$ cat src/rtl/sqm_op_sequencer.sv
// Round-robin front end for a shared square-mod / shuffle unit followed by a
// bit-serial longest-ones-run scan; exactly one operation is in flight at a time.
module sqm_op_sequencer #(
  parameter int RESET_PRIO = 0
) (
  input  logic       clk,
  input  logic       reset_n,
  input  logic       req0_valid,
  input  logic       req0_op,
  input  logic [7:0] req0_a,
  input  logic [3:0] req0_b,
  output logic       req0_ready,
  input  logic       req1_valid,
  input  logic       req1_op,
  input  logic [7:0] req1_a,
  input  logic [3:0] req1_b,
  output logic       req1_ready,
  output logic       rsp_valid,
  input  logic       rsp_ready,
  output logic       rsp_id,
  output logic [7:0] rsp_y,
  output logic [3:0] rsp_z,
  output logic       rsp_err
);

  typedef enum logic [2:0] {
    S_IDLE,
    S_SQUARE,
    S_MOD,
    S_SHUF,
    S_SCAN,
    S_DONE
  } state_t;

  state_t     state_q;
  logic       rr_q;       // 1 favours requester 1 when both are valid
  logic       id_q;
  logic [7:0] a_q;
  logic [3:0] b_q;
  logic [7:0] c_q;
  logic [7:0] rem_q;
  logic [7:0] y_q;
  logic [2:0] cnt_q;
  logic [3:0] cur_q;
  logic [3:0] max_q;
  logic       err_q;
  logic       rsp_valid_q;
  logic       rsp_id_q;
  logic [7:0] rsp_y_q;
  logic [3:0] rsp_z_q;
  logic       rsp_err_q;

  logic       idle;
  logic       grant0;
  logic       grant1;
  logic [7:0] sq_d;
  logic [8:0] rem_shift_d;
  logic       rem_ge_d;
  logic [7:0] rem_d;
  logic [7:0] shuf_d;
  logic [3:0] cur_d;
  logic [3:0] max_d;

  assign idle       = (state_q == S_IDLE);
  assign grant0     = req0_valid & (~req1_valid | ~rr_q);
  assign grant1     = req1_valid & (~req0_valid | rr_q);
  assign req0_ready = idle & grant0;
  assign req1_ready = idle & grant1;

  assign sq_d = {4'd0, b_q} * {4'd0, b_q};

  // One restoring step: shift the next dividend bit in, subtract when it fits.
  assign rem_shift_d = {rem_q, c_q[7]};
  assign rem_ge_d    = (rem_shift_d >= {1'b0, a_q});
  assign rem_d       = rem_ge_d ? 8'(rem_shift_d - {1'b0, a_q}) : rem_shift_d[7:0];

  generate
    for (genvar gi = 0; gi < 8; gi++) begin : g_shuf
      assign shuf_d[gi] = b_q[{a_q[(gi + 1) % 8], a_q[gi]}];
    end
  endgenerate

  assign cur_d = y_q[cnt_q] ? (cur_q + 4'd1) : 4'd0;
  assign max_d = (cur_d > max_q) ? cur_d : max_q;

  always_ff @(posedge clk or negedge reset_n) begin
    if (!reset_n) begin
      state_q     <= S_IDLE;
      rr_q        <= (RESET_PRIO != 0);
      id_q        <= 1'b0;
      a_q         <= 8'd0;
      b_q         <= 4'd0;
      c_q         <= 8'd0;
      rem_q       <= 8'd0;
      y_q         <= 8'd0;
      cnt_q       <= 3'd0;
      cur_q       <= 4'd0;
      max_q       <= 4'd0;
      err_q       <= 1'b0;
      rsp_valid_q <= 1'b0;
      rsp_id_q    <= 1'b0;
      rsp_y_q     <= 8'd0;
      rsp_z_q     <= 4'd0;
      rsp_err_q   <= 1'b0;
    end else begin
      case (state_q)
        S_IDLE: begin
          if (grant0 | grant1) begin
            id_q    <= grant1;
            a_q     <= grant1 ? req1_a : req0_a;
            b_q     <= grant1 ? req1_b : req0_b;
            rr_q    <= ~grant1;
            err_q   <= 1'b0;
            state_q <= (grant1 ? req1_op : req0_op) ? S_SQUARE : S_SHUF;
          end
        end
        S_SQUARE: begin
          cnt_q <= 3'd0;
          cur_q <= 4'd0;
          max_q <= 4'd0;
          if (a_q == 8'd0) begin
            y_q     <= sq_d;
            err_q   <= 1'b1;
            state_q <= S_SCAN;
          end else begin
            c_q     <= sq_d;
            rem_q   <= 8'd0;
            state_q <= S_MOD;
          end
        end
        S_MOD: begin
          rem_q <= rem_d;
          c_q   <= {c_q[6:0], 1'b0};
          cnt_q <= cnt_q + 3'd1;
          if (cnt_q == 3'd7) begin
            y_q     <= rem_d;
            cur_q   <= 4'd0;
            max_q   <= 4'd0;
            state_q <= S_SCAN;
          end
        end
        S_SHUF: begin
          y_q     <= shuf_d;
          cnt_q   <= 3'd0;
          cur_q   <= 4'd0;
          max_q   <= 4'd0;
          state_q <= S_SCAN;
        end
        S_SCAN: begin
          cur_q <= cur_d;
          max_q <= max_d;
          cnt_q <= cnt_q + 3'd1;
          if (cnt_q == 3'd7) begin
            rsp_valid_q <= 1'b1;
            rsp_id_q    <= id_q;
            rsp_y_q     <= y_q;
            rsp_z_q     <= max_d;
            rsp_err_q   <= err_q;
            state_q     <= S_DONE;
          end
        end
        S_DONE: begin
          if (rsp_ready) begin
            rsp_valid_q <= 1'b0;
            state_q     <= S_IDLE;
          end
        end
        default: state_q <= S_IDLE;
      endcase
    end
  end

  assign rsp_valid = rsp_valid_q;
  assign rsp_id    = rsp_id_q;
  assign rsp_y     = rsp_y_q;
  assign rsp_z     = rsp_z_q;
  assign rsp_err   = rsp_err_q;

endmodule

$ cat config.mk
export PLATFORM = sky130hd
export DESIGN_NAME = sqm_op_sequencer
export DESIGN_NICKNAME = d
export VERILOG_FILES = /design/src/rtl/sqm_op_sequencer.sv
export SDC_FILE = /design/constraint.sdc
export NUM_CORES = 1
export LEC_CHECK = 0
export BUFFER_PORTS_ARGS = -buffer_cell sky130_fd_sc_hd__buf_2
export CAP_MARGIN = 20
export CELL_PAD_IN_SITES_DETAIL_PLACEMENT = 0
export CELL_PAD_IN_SITES_GLOBAL_PLACEMENT = 1
export CORE_UTILIZATION = 40
export CTS_BUF_LIST = sky130_fd_sc_hd__clkbuf_4 sky130_fd_sc_hd__clkbuf_8
export CTS_CLUSTER_SIZE = 24
export DETAILED_ROUTE_END_ITERATION = 12
export PLACE_DENSITY_LB_ADDON = 0.1
export SETUP_SLACK_MARGIN = 0.02
export SYNTH_ARGS = -nofsm -noshare
export SYNTH_HDL_FRONTEND = slang
export SYNTH_SLANG_ARGS = --single-unit
$ cat constraint.sdc
create_clock -name clk -period 2.95 [get_ports clk]
set_input_delay 0.1475 -clock clk [delete_from_list [all_inputs] [get_ports clk]]
set_output_delay 0.1475 -clock clk [all_outputs]
set_load 0.05 [all_outputs]
==> key figures, run 1 <==
Place
  • Detailed placement HPWL: just over 7000 um
  • Buffers on Ports: between 40 and 50
  • Place WS: -4.380 ps
  • Area after DPL: ~4600 um^2
  • Placed insts: 585
  • GP Congestion: 0.7955

Die
  • Starting Density: a little over two fifths
  • Rows: 36
  • Chip width: ~100 um
  • Die H: 104.2 um
  • DIE AREA: about 11,000 um^2
  • Top Ports: 48
  • Core footprint: between 9000 and 10,000 um^2

Timing
  • Final setup margin: ~160 ps
  • RSZ-0062 raised after global routing: no
  • Fmax: between 300 and 400 MHz
  • Final setup viols: 0
  • Worst Max-Slew Pin Slew: around 870 ps
  • Min Clock Period, post-route: 2793 ps
  • Final Max Slew Viols: 0
  • Worst slew margin: a little over two fifths
  • Final period util: about 95%
  • Fin Clk Skew: roughly 15 ps
  • Worst Hold Slack: -36.52 ps
  • Final Hold Vio Count: 15

Global route
  • Largest net degree at the start of global routing: 69
  • Initial antenna violation count: 0
  • Total grt overflow: 0
  • Vias in the first global route: 3,186
  • First-pass GRT wire length: approximately 16,000 um
  • Gr usage total: a little under a fifth

Setup path
  • Slowest-stage cell, CP: mux4_2
  • CP Capture Type: flip-flop
  • CP Cell Sequence: mux4_2 > mux2i_2 > nor2b_1 > ha_1 > nor2b_1 > o21a_1 > o21a_1 > o21ai_4 > nor2_1 > a22o_1
  • CP startpoint kind: flip-flop
  • Crit Path Class: flip-flop to flip-flop
  • CP max stage delay: about 500 ps
  • WP data arrival: a little over 3000 ps
  • Bufs and invs on worst path: 0
  • WP data required: ~3200 ps
  • Worst path top cell family by delay: compound AO/OA/AOI/OAI gates
  • Critical Path Fanout Max: 6

Pwr
  • Internal: 0.003173 W
  • Power share of the sequential group: slightly below 30%
  • Sw frac: between 40% and 50%
  • VDD IR-drop max: approximately 0.53 mV
  • Leakage: about 2.3 nW
  • Cell Pwr Density: approximately 1200 nW/um^2
  • Clk pwr share: ~16%
  • Sw Pwr: 0.002526 W
  • Logic pwr share: a little under three fifths

Synth
  • Synth area leader: dfrtp_1
  • Register area share after synthesis: roughly two fifths
  • Main flop type after synthesis: dfrtp_1
  • Synth cell types: 62
  • Mean Syn Cell Area: roughly 10 um^2
  • Synth Area in XOR/XNOR: under 10%
  • Syn Std Cell Area: roughly 4200 um^2
  • Synth top area cells: dfrtp_1, ha_1, mux2i_1
  • Post-synthesis mux area share: about 15%
  • Post-Synthesis Cells: just over 400
  • Post-synth EDFFs: 0
  • Area fraction of the dominant cell type after synthesis: 40.72%
  • Net count after synthesis: 460
  • Post-Synth Adder-Cell Area: about 5.9%
  • Largest family of logic cells by synthesized area: compound AO/OA/AOI/OAI gates
  • Syn. warnings: 0
  • Post-Synth Simple-Gate Area: 13.11%
  • Post-synth ARST share: between 90% and 100%
  • Yosys reg bits: between 60 and 70
  • Post-synthesis compound-gate area fraction: a little under 20%

Route
  • DRT Pass-1 Iters: 4
  • Routed via count: 3,257
  • Routed Antenna Nets: 0
  • # DRC: 0
  • Initial drt markers: approximately 140
  • Wirelength, routed: between 9000 and 10,000 um
  • WL/cell: between 15 and 20 um
  • DR vias/cell: approximately 5.4

Run status
  • Failing checks: hold timing
  • Status: finished with violations

Finish
  • N_diodes: 0
  • Most frequent cells in the layout: dfrtp_1, nand2_1, buf_2
  • Final std cells w/o fill: between 600 and 700
  • Fin nets: about 510
  • Commonest non-fill, non-tap cell in the layout: dfrtp_1
  • Area growth, synth to finish: 15.48%
  • Final instance area: roughly 4800 um^2
  • Fillers: roughly 950
  • Ratio of cells with drive above 1 in the final layout: 25.00%

Clocking
  • Sink Count: between 60 and 70
  • H-tree level count: 3
  • CTS Root Buffer Type: clkbuf_8
  • CTS tree: done
  • Post-CTS Hold Fix Bufs: 0
  • Clock buffer depth: 2
  • Clock Latency Late Sink: ~350 ps
  • Num CTS Buffers: 9
  • Reg clk slew, reported paths: about 90 ps

Hold path
  • Hold Path Class: input port to async pin

Flow run
  • Number of max-cap violations: 0
-- registers in the layout, summed over array words and instances (netlist names) --
name / count
c_q: 8
y_q: 8
rsp_y: 8
cnt_q: 3
rsp_valid: 1
b_q: 4
id_q: 1
rsp_err: 1
state_q: 3
cur_q: 4
max_q: 4
err_q: 1
rr_q: 1
rsp_z: 4
a_q: 8
rsp_id: 1
rem_q: 8
-- through the flow --
stage / TNS, ps / util, % / power [W] / hold slack (ps)
floorplan: 0 / - / 0.004027 / -148.1
global placement: 0 / 46.02 / 0.004763 / 408.5
detailed placement: -4.380 / 46.02 / 0.004785 / 408.9
CTS: 0 / 48.39 / 0.005703 / 23.91
global route: 0 / 48.48 / 0.006178 / 65.99
finish: 0 / 48.48 / 0.005699 / -36.52
-- cell usage after synthesis (3+ instances only) --
master and number:
mux2i_1 22, buf_2 4, a211o_1 3, nand2_1 49
ha_1 18, a21o_1 7, nor3_1 4, o21ai_0 33
and2_1 6, a21oi_1 15, buf_6 3, a22oi_1 3
nor2_1 22, a22o_1 8, mux4_2 8, nor2b_1 6
inv_1 18, a31oi_1 12, mux2_2 14, xnor2_1 5
nand3_1 8, o21a_1 5, dfrtp_1 68, clkbuf_1 11
xor2_1 5
-- logic make-up after synthesis --
family                   after synthesis
AND/OR/NAND/NOR                      114
flip-flops                            68
multiplexers                          46
buffers and inverters                 38
AO/OA/AOI/OAI                        115
adder cells (fa/ha/maj)               19
XOR/XNOR                              10
-- worst register-to-register path, delay by kind of cell, from the launching register on --
family	cells	cell delay (ps)
AOI/OAI and AO/OA	4	840
muxes	2	770
adders and majority gates	1	300
and+or+nand+nor	3	370
DFF	1	400
-- power groups by stage --
stage / sequential (W) / combinational [W] / clock [W]
after detailed placement: 0.00168 / 0.00311 / 0
after global placement: 0.00166 / 0.00310 / 0
after CTS: 0.00166 / 0.00313 / 0.000910
final: 0.00166 / 0.00315 / 0.000894
after floorplan: 0.00159 / 0.00244 / 0
after global routing: 0.00172 / 0.00349 / 0.000969
-- timing repair --
action                                  4_1_cts  5_1_grt
endpoints found under the setup margin        4        8
gates resized for setup                       1        2
buffers inserted                              0        0
-- cell type report --
type	count	area [um^2]	area share, %
Clock inverter	6	95.09	1.970
Multi-Input combinational cell	304	2308	47.84
Clock buffer	10	137.6	2.852
Inverter	18	67.56	1.400
Tap cell	133	166.4	3.448
Timing Repair Buffer	62	347.8	7.208
Sequential cell	68	1703	35.29
-- worst paths after layout --
check	startpoint	to	slack, ps	depth (start not counted)
worst min register to register	c_q[0]	c_q[1]	460	2
min in group clk	req1_valid	rr_q	70	2
worst max-delay path	cnt_q[0]	max_q[1]	160	10
max in group asynchronous	reset_n	cnt_q[0]	2340	2
worst min-delay path	reset_n	max_q[0]	-40	2
worst max register to register	cnt_q[0]	max_q[1]	160	10
-- metal layers --
metal	vias up	GRT usage [%]	share of wire, %
met5	-	0	0
met4	0	6.020	1.7
met3	11	3.697	3.2
met2	68	28.10	44
met1	1561	28.11	51
li1	1617	-	-
Power figures use the tool's default switching activity.
==> run 2, diff against run 1 <==
- PLACE_DENSITY_LB_ADDON: 0.1 -> 0.12
==> key figures, run 2 (same netlist as run 1, synthesis figures left out) <==
Run status
  • Status: complete, no violations

Die
  • Top Ports: 48
  • Die H: roughly 100 um
  • Chip width: ~100 um
  • Core footprint: 9955 um^2
  • Starting Density: 41.98%
  • DIE AREA: 10,860 um^2
  • Rows: 36

Finish
  • Fin nets: 512
  • Core Util, Final: between 40% and 50%
  • Ratio of cells with drive above 1 in the final layout: about a quarter
  • Final std cells w/o fill: 600
  • Area growth, synth to finish: 14.91%
  • N_diodes: 0
  • Commonest non-fill, non-tap cell in the layout: dfrtp_1
  • Most frequent cells in the layout: dfrtp_1, nand2_1, buf_2

Setup path
  • Crit Path Class: flip-flop to flip-flop
  • CP startpoint kind: flip-flop
  • WP data required: around 3200 ps
  • WP data arrival: around 3000 ps
  • CP Capture Type: flip-flop
  • Critical Path Fanout Max: 6

Route
  • Routed Antenna Nets: 0
  • Initial drt markers: around 130
  • WL/cell: about 16 um
  • # DRC: 0
  • DR vias/cell: between 5 and 6
  • DRT Pass-1 Iters: 4
  • Wirelength, routed: roughly 9600 um
  • Routed via count: 3,239

Pwr
  • Leakage: approximately 2.3 nW
  • Internal: 0.003061 W
  • Cell Pwr Density: ~1200 nW/um^2
  • Clk pwr share: between 10% and 20%
  • Power share of the sequential group: between 20% and 30%
  • Sw frac: 45.48%
  • Logic pwr share: 55.4%
  • Sw Pwr: between 0.002 and 0.003 W
  • VDD IR-drop max: approximately 0.36 mV

Clocking
  • Clock buffer depth: 2
  • Sink Count: 68
  • Num CTS Buffers: 9
  • H-tree level count: 3
  • Clock Latency Late Sink: around 350 ps
  • Reg clk slew, reported paths: around 90 ps
  • Post-CTS setup buffer count: 0
  • CTS tree: done
  • CTS Root Buffer Type: clkbuf_8

Global route
  • Vias in the first global route: 3,163
  • Largest net degree at the start of global routing: 38
  • Initial antenna violation count: 0
  • Total grt overflow: 0
  • First-pass GRT wire length: ~16,000 um
  • Gr usage total: between 10% and 20%

Timing
  • Fmax: between 300 and 400 MHz
  • Min Clock Period, post-route: roughly 2800 ps
  • Final period util: between 90 and 100%
  • Final Max Slew Viols: 0
  • Final setup viols: 0
  • Worst Max-Slew Pin Slew: about 530 ps
  • Fin Clk Skew: about 6.7 ps
  • Final Hold Vio Count: 0
  • Fin Setup TNS: 0 ps
  • RSZ-0062 raised after global routing: no
  • Worst slew margin: between 60% and 70%

Place
  • Placed insts: 583
  • Detailed placement HPWL: roughly 7000 um
  • GP Congestion: 0.8241
  • Buffers on Ports: between 40 and 50

Hold path
  • Hold Path Class: input port to flip-flop

Flow run
  • Number of max-cap violations: 0
run 2: cell count changes in the layout (fill, tap and decap cells not counted), sizes merged:
| cell | before | now |
|---|---|---|
| buf | 62 | 60 |
| bufinv | 2 | 1 |
| clkbuf | 10 | 9 |
| clkinv | 3 | 0 |
| clkinvlp | 0 | 2 |
| dlygate4sd3 | 0 | 1 |
| inv | 19 | 22 |
run 2: area by class of cell:
type / instances / area (um^2)
Timing Repair Buffer: 61 / 342.8
Fill cell: 950 / 5152
Clock inverter: 7 / 82.58
Tap cell: 133 / 166.4
Sequential cell: 68 / 1702
Clock buffer: 9 / 123.9
Inverter: 18 / 67.56
Multi-Input combinational cell: 304 / 2317
run 2: path summary, 6_finish.rpt:
kind / endpoint / slack (ps) / cells after the start / from
worst max-delay path: max_q[2] / 200 / 10 / cnt_q[0]
worst min-delay path: rr_q / 80 / 2 / req1_valid
worst max register to register: max_q[2] / 200 / 10 / cnt_q[0]
worst min register to register: c_q[1] / 470 / 2 / c_q[0]
max in group asynchronous: c_q[0] / 2230 / 3 / reset_n
min in group asynchronous: max_q[1] / 350 / 3 / reset_n
run 2: power by group through the flow:
stage / registers (W) / logic [W] / clock network [W]
2_1_floorplan: 0.00159 / 0.00244 / 0
3_3_place_gp: 0.00168 / 0.00304 / 0
3_5_place_dp: 0.00169 / 0.00305 / 0
4_1_cts: 0.00167 / 0.00306 / 0.000859
5_1_grt: 0.00174 / 0.00345 / 0.000901
6_report: 0.00167 / 0.00311 / 0.000829
run 2: metrics by stage:
step	worst slack (ps)	total power (W)	hold WS [ps]	instance area (um^2)
final	198.9	0.005615	77.49	4802
after global routing	42.35	0.006092	67.17	4802
after CTS	52.65	0.005595	58.60	4782
after detailed placement	38.68	0.004737	208.4	4566
after global placement	104.0	0.004720	205.7	4566
after floorplan	162.1	0.004027	-148.1	4179
run 2: critical path, cell delays in order, from the launching register on:
cell and delay, ps:
dfrtp_1 430, mux4_2 550, mux2i_4 200, nor2b_1 90
ha_1 290, nor2b_1 130, o21a_1 160, o21a_1 190
o21ai_4 230, nor2_1 130, a22o_1 250
run 2: per-layer routing:
layer,vias up,global-route usage [%],routed length [um]
met5,-,0,0
met4,0,5.204,69
met3,6,3.383,315
met2,70,28.19,4207
met1,1554,27.89,4976
li1,1609,-,-
run 2: what timing repair did:
item | 4_1_cts | 5_1_grt
setup endpoints to repair | 0 | 8
resized for setup | 0 | 3
hold endpoints to repair | 68 | 0
hold buffers | 1 | 0
==> run 3, diff against run 2 <==
- ABC_AREA: default -> 1
- GPL_TIMING_DRIVEN: default -> 0
- clock period: 2.95 -> 3.3 ns (I/O delays scaled with it)
==> key figures, run 3 <==
Run status
  • Status: complete, no violations

Finish
  • Most frequent cells in the layout: nand2_1, dfrtp_1, inv_1
  • Area growth, synth to finish: 15.89%
  • Ratio of cells with drive above 1 in the final layout: 16.46%
  • Final instance area: between 4000 and 5000 um^2
  • Final std cells w/o fill: roughly 770
  • Core Util, Final: between 40% and 50%
  • Commonest non-fill, non-tap cell in the layout: nand2_1
  • Fillers: about 1,100
  • N_diodes: 0
  • Fin nets: approximately 680

Timing
  • Min Clock Period, post-route: between 2000 and 3000 ps
  • Fin Clk Skew: 10.91 ps
  • Final Max Slew Viols: 0
  • Final period util: around four fifths
  • Worst Max-Slew Pin Slew: around 480 ps
  • Fin Setup TNS: 0 ps
  • Final setup viols: 0
  • Fmax: about 380 MHz
  • RSZ-0062 raised after global routing: no
  • Worst slew margin: 67.91%
  • Final Hold Vio Count: 0
  • Final setup margin: about 670 ps

Die
  • Core footprint: between 10,000 and 15,000 um^2
  • Rows: 37
  • DIE AREA: 10,930 um^2
  • Top Ports: 48
  • Starting Density: 40.92%
  • Chip width: 104.5 um
  • Die H: around 100 um

Clocking
  • CTS Root Buffer Type: clkbuf_8
  • Num CTS Buffers: 9
  • Sink Count: 68
  • H-tree level count: 3
  • Clock Latency Late Sink: 360 ps
  • Post_cts resized: 0
  • CTS tree: done
  • Reg clk slew, reported paths: about 90 ps
  • Clock buffer depth: 2

Place
  • Buffers on Ports: 47
  • Place WS: roughly 700 ps
  • Area after DPL: about 4600 um^2
  • GP Congestion: about 0.87
  • Detailed placement HPWL: about 8000 um
  • Placed insts: 751

Synth
  • Syn. warnings: 0
  • Top post-synthesis cells by count: nand2_1, dfrtp_1, inv_1
  • Yosys reg bits: 68
  • Area fraction of the dominant cell type after synthesis: 40.46%
  • Mean Syn Cell Area: roughly 7.4 um^2
  • Synth area leader: dfrtp_1
  • Syn Std Cell Area: approximately 4200 um^2
  • Synth top area cells: dfrtp_1, nand2_1, nand3_1
  • Post-synth EDFFs: 0
  • Post-Synthesis Cells: ~570
  • Post-synth ARST share: 100.0%
  • Count leader, synth: nand2_1
  • Net count after synthesis: between 600 and 700
  • Main flop type after synthesis: dfrtp_1
  • Register area share after synthesis: approximately two fifths
  • Synth cell types: 37

Route
  • DRT Pass-1 Iters: 4
  • Routed Antenna Nets: 0
  • DR vias/cell: ~5.0
  • WL/cell: 13.76 um
  • Routed via count: slightly below 4,000
  • Initial drt markers: roughly 130
  • Wirelength, routed: 10,570 um
  • # DRC: 0

Setup path
  • CP Cell Sequence: clkbuf_1 > nand2_1 > o211ai_1 > nand3_1 > nand3_1 > inv_1 > ha_1 > inv_1 > nor2_1 > o21ai_0 > nand2_1 > nand2_1 > inv_1 > or2_2 > nand3_1 > nand2_1
  • CP startpoint kind: flip-flop
  • WP data arrival: between 2000 and 3000 ps
  • CP Capture Type: flip-flop
  • Slowest-stage cell, CP: dfrtp_1
  • Crit Path Class: flip-flop to flip-flop
  • WP data required: 3550 ps
  • Cell mode on critical path: nand2_1
  • CP max stage delay: 350 ps
  • Critical Path Fanout Max: 10

Global route
  • Largest net degree at the start of global routing: a little under 70
  • Initial antenna violation count: 0
  • Total grt overflow: 0
  • Gr usage total: about 21%
  • First-pass GRT wire length: approximately 18,000 um
  • Vias in the first global route: between 3,000 and 4,000

Flow run
  • Number of max-cap violations: 0

Pwr
  • Cell Pwr Density: around 1100 nW/um^2
  • Leakage: 2.589 nW
  • VDD IR-drop max: 0.4025 mV

Hold path
  • Hold Path Class: input port to flip-flop
[run 3: cell types whose count changed in the layout (fill, tap and decap cells not counted), moves of 11 or more]
cell     previous run  this run
mux2i_1            21         0
nand2_1            49       132
nand3_1             8        51
buf_4              13         1
a31oi_1            12         0
mux2_2             14         0
nor2_1             22        63
inv_1              18        66
o21ai_1             3        16
a21oi_1            15        26
o31ai_1             1        12
[run 3: logic make-up after synthesis]
kind of cell               count (synthesis)  share of synthesized area (%)
xor gates and xnor gates                   8                          1.666
AOI/OAI and AO/OA                        107                          14.67
and+or+nand+nor                          275                          28.89
buffers and inverters                     90                          8.480
DFF                                       68                          40.46
adders and majority gates                 19                          5.832
[run 3: repair_timing]
action                                 4_1_cts  5_1_grt
endpoints found under the hold margin       68        0
hold buffers                                 1        0
buffers inserted                             0        0
[run 3: stage by stage]
step	hold WS, ps	total power, W
floorplan	-130.6	0.003631
global placement	382.3	0.004311
detailed placement	205.0	0.004347
CTS	9.023	0.005164
global route	21.52	0.005657
finish	16.08	0.005152
[run 3: area by class of cell]
type / count / area, um^2 / share of cell area [%]
Buffer: 14 / 71.32 / 1.463
Inverter: 76 / 285.3 / 5.854
Clock buffer: 9 / 123.9 / 2.542
Multi-Input combinational cell: 409 / 2147 / 44.06
Clock inverter: 7 / 98.84 / 2.028
Tap cell: 136 / 170.2 / 3.492
Sequential cell: 68 / 1702 / 34.92
Timing Repair Buffer: 49 / 275.3 / 5.648
[run 3: worst paths after layout]
check / to / from / slack [ps] / cells after the start
max: rsp_z[0] / cnt_q[0] / 670 / 16
min: rsp_valid / rsp_ready / 20 / 2
max reg2reg: rsp_z[0] / cnt_q[0] / 670 / 16
min reg2reg: rsp_y[2] / rsp_y[2] / 470 / 2
max in group asynchronous: cnt_q[0] / reset_n / 2650 / 3
min in group asynchronous: rem_q[6] / reset_n / 350 / 3
[run 3: metal layers]
metal | GRT usage (%) | vias up | part of all wire, %
met1 | 28.26 | 1791 | 49
met4 | 7.449 | 0 | 1.8
met2 | 33.11 | 83 | 45
met5 | 0 | - | 0
met3 | 3.244 | 17 | 3.5
li1 | - | 1975 | -
[run 3: critical path: cells and delay by family (launching register included)]
family / cells / cell delay [ps]
buffers and inverters: 4 / 550
flip-flops: 1 / 350
AO/OA/AOI/OAI: 2 / 220
AND/OR/NAND/NOR: 9 / 1140
adder cells (fa/ha/maj): 1 / 280
[run 3: report_power, final]
part,leakage (nW),total [W],internal [W],switching [W]
registers,0.878,0.00137,0.00115,0.000226
logic,1.60,0.00299,0.000985,0.00200
clock network,0.110,0.000795,0.000429,0.000365
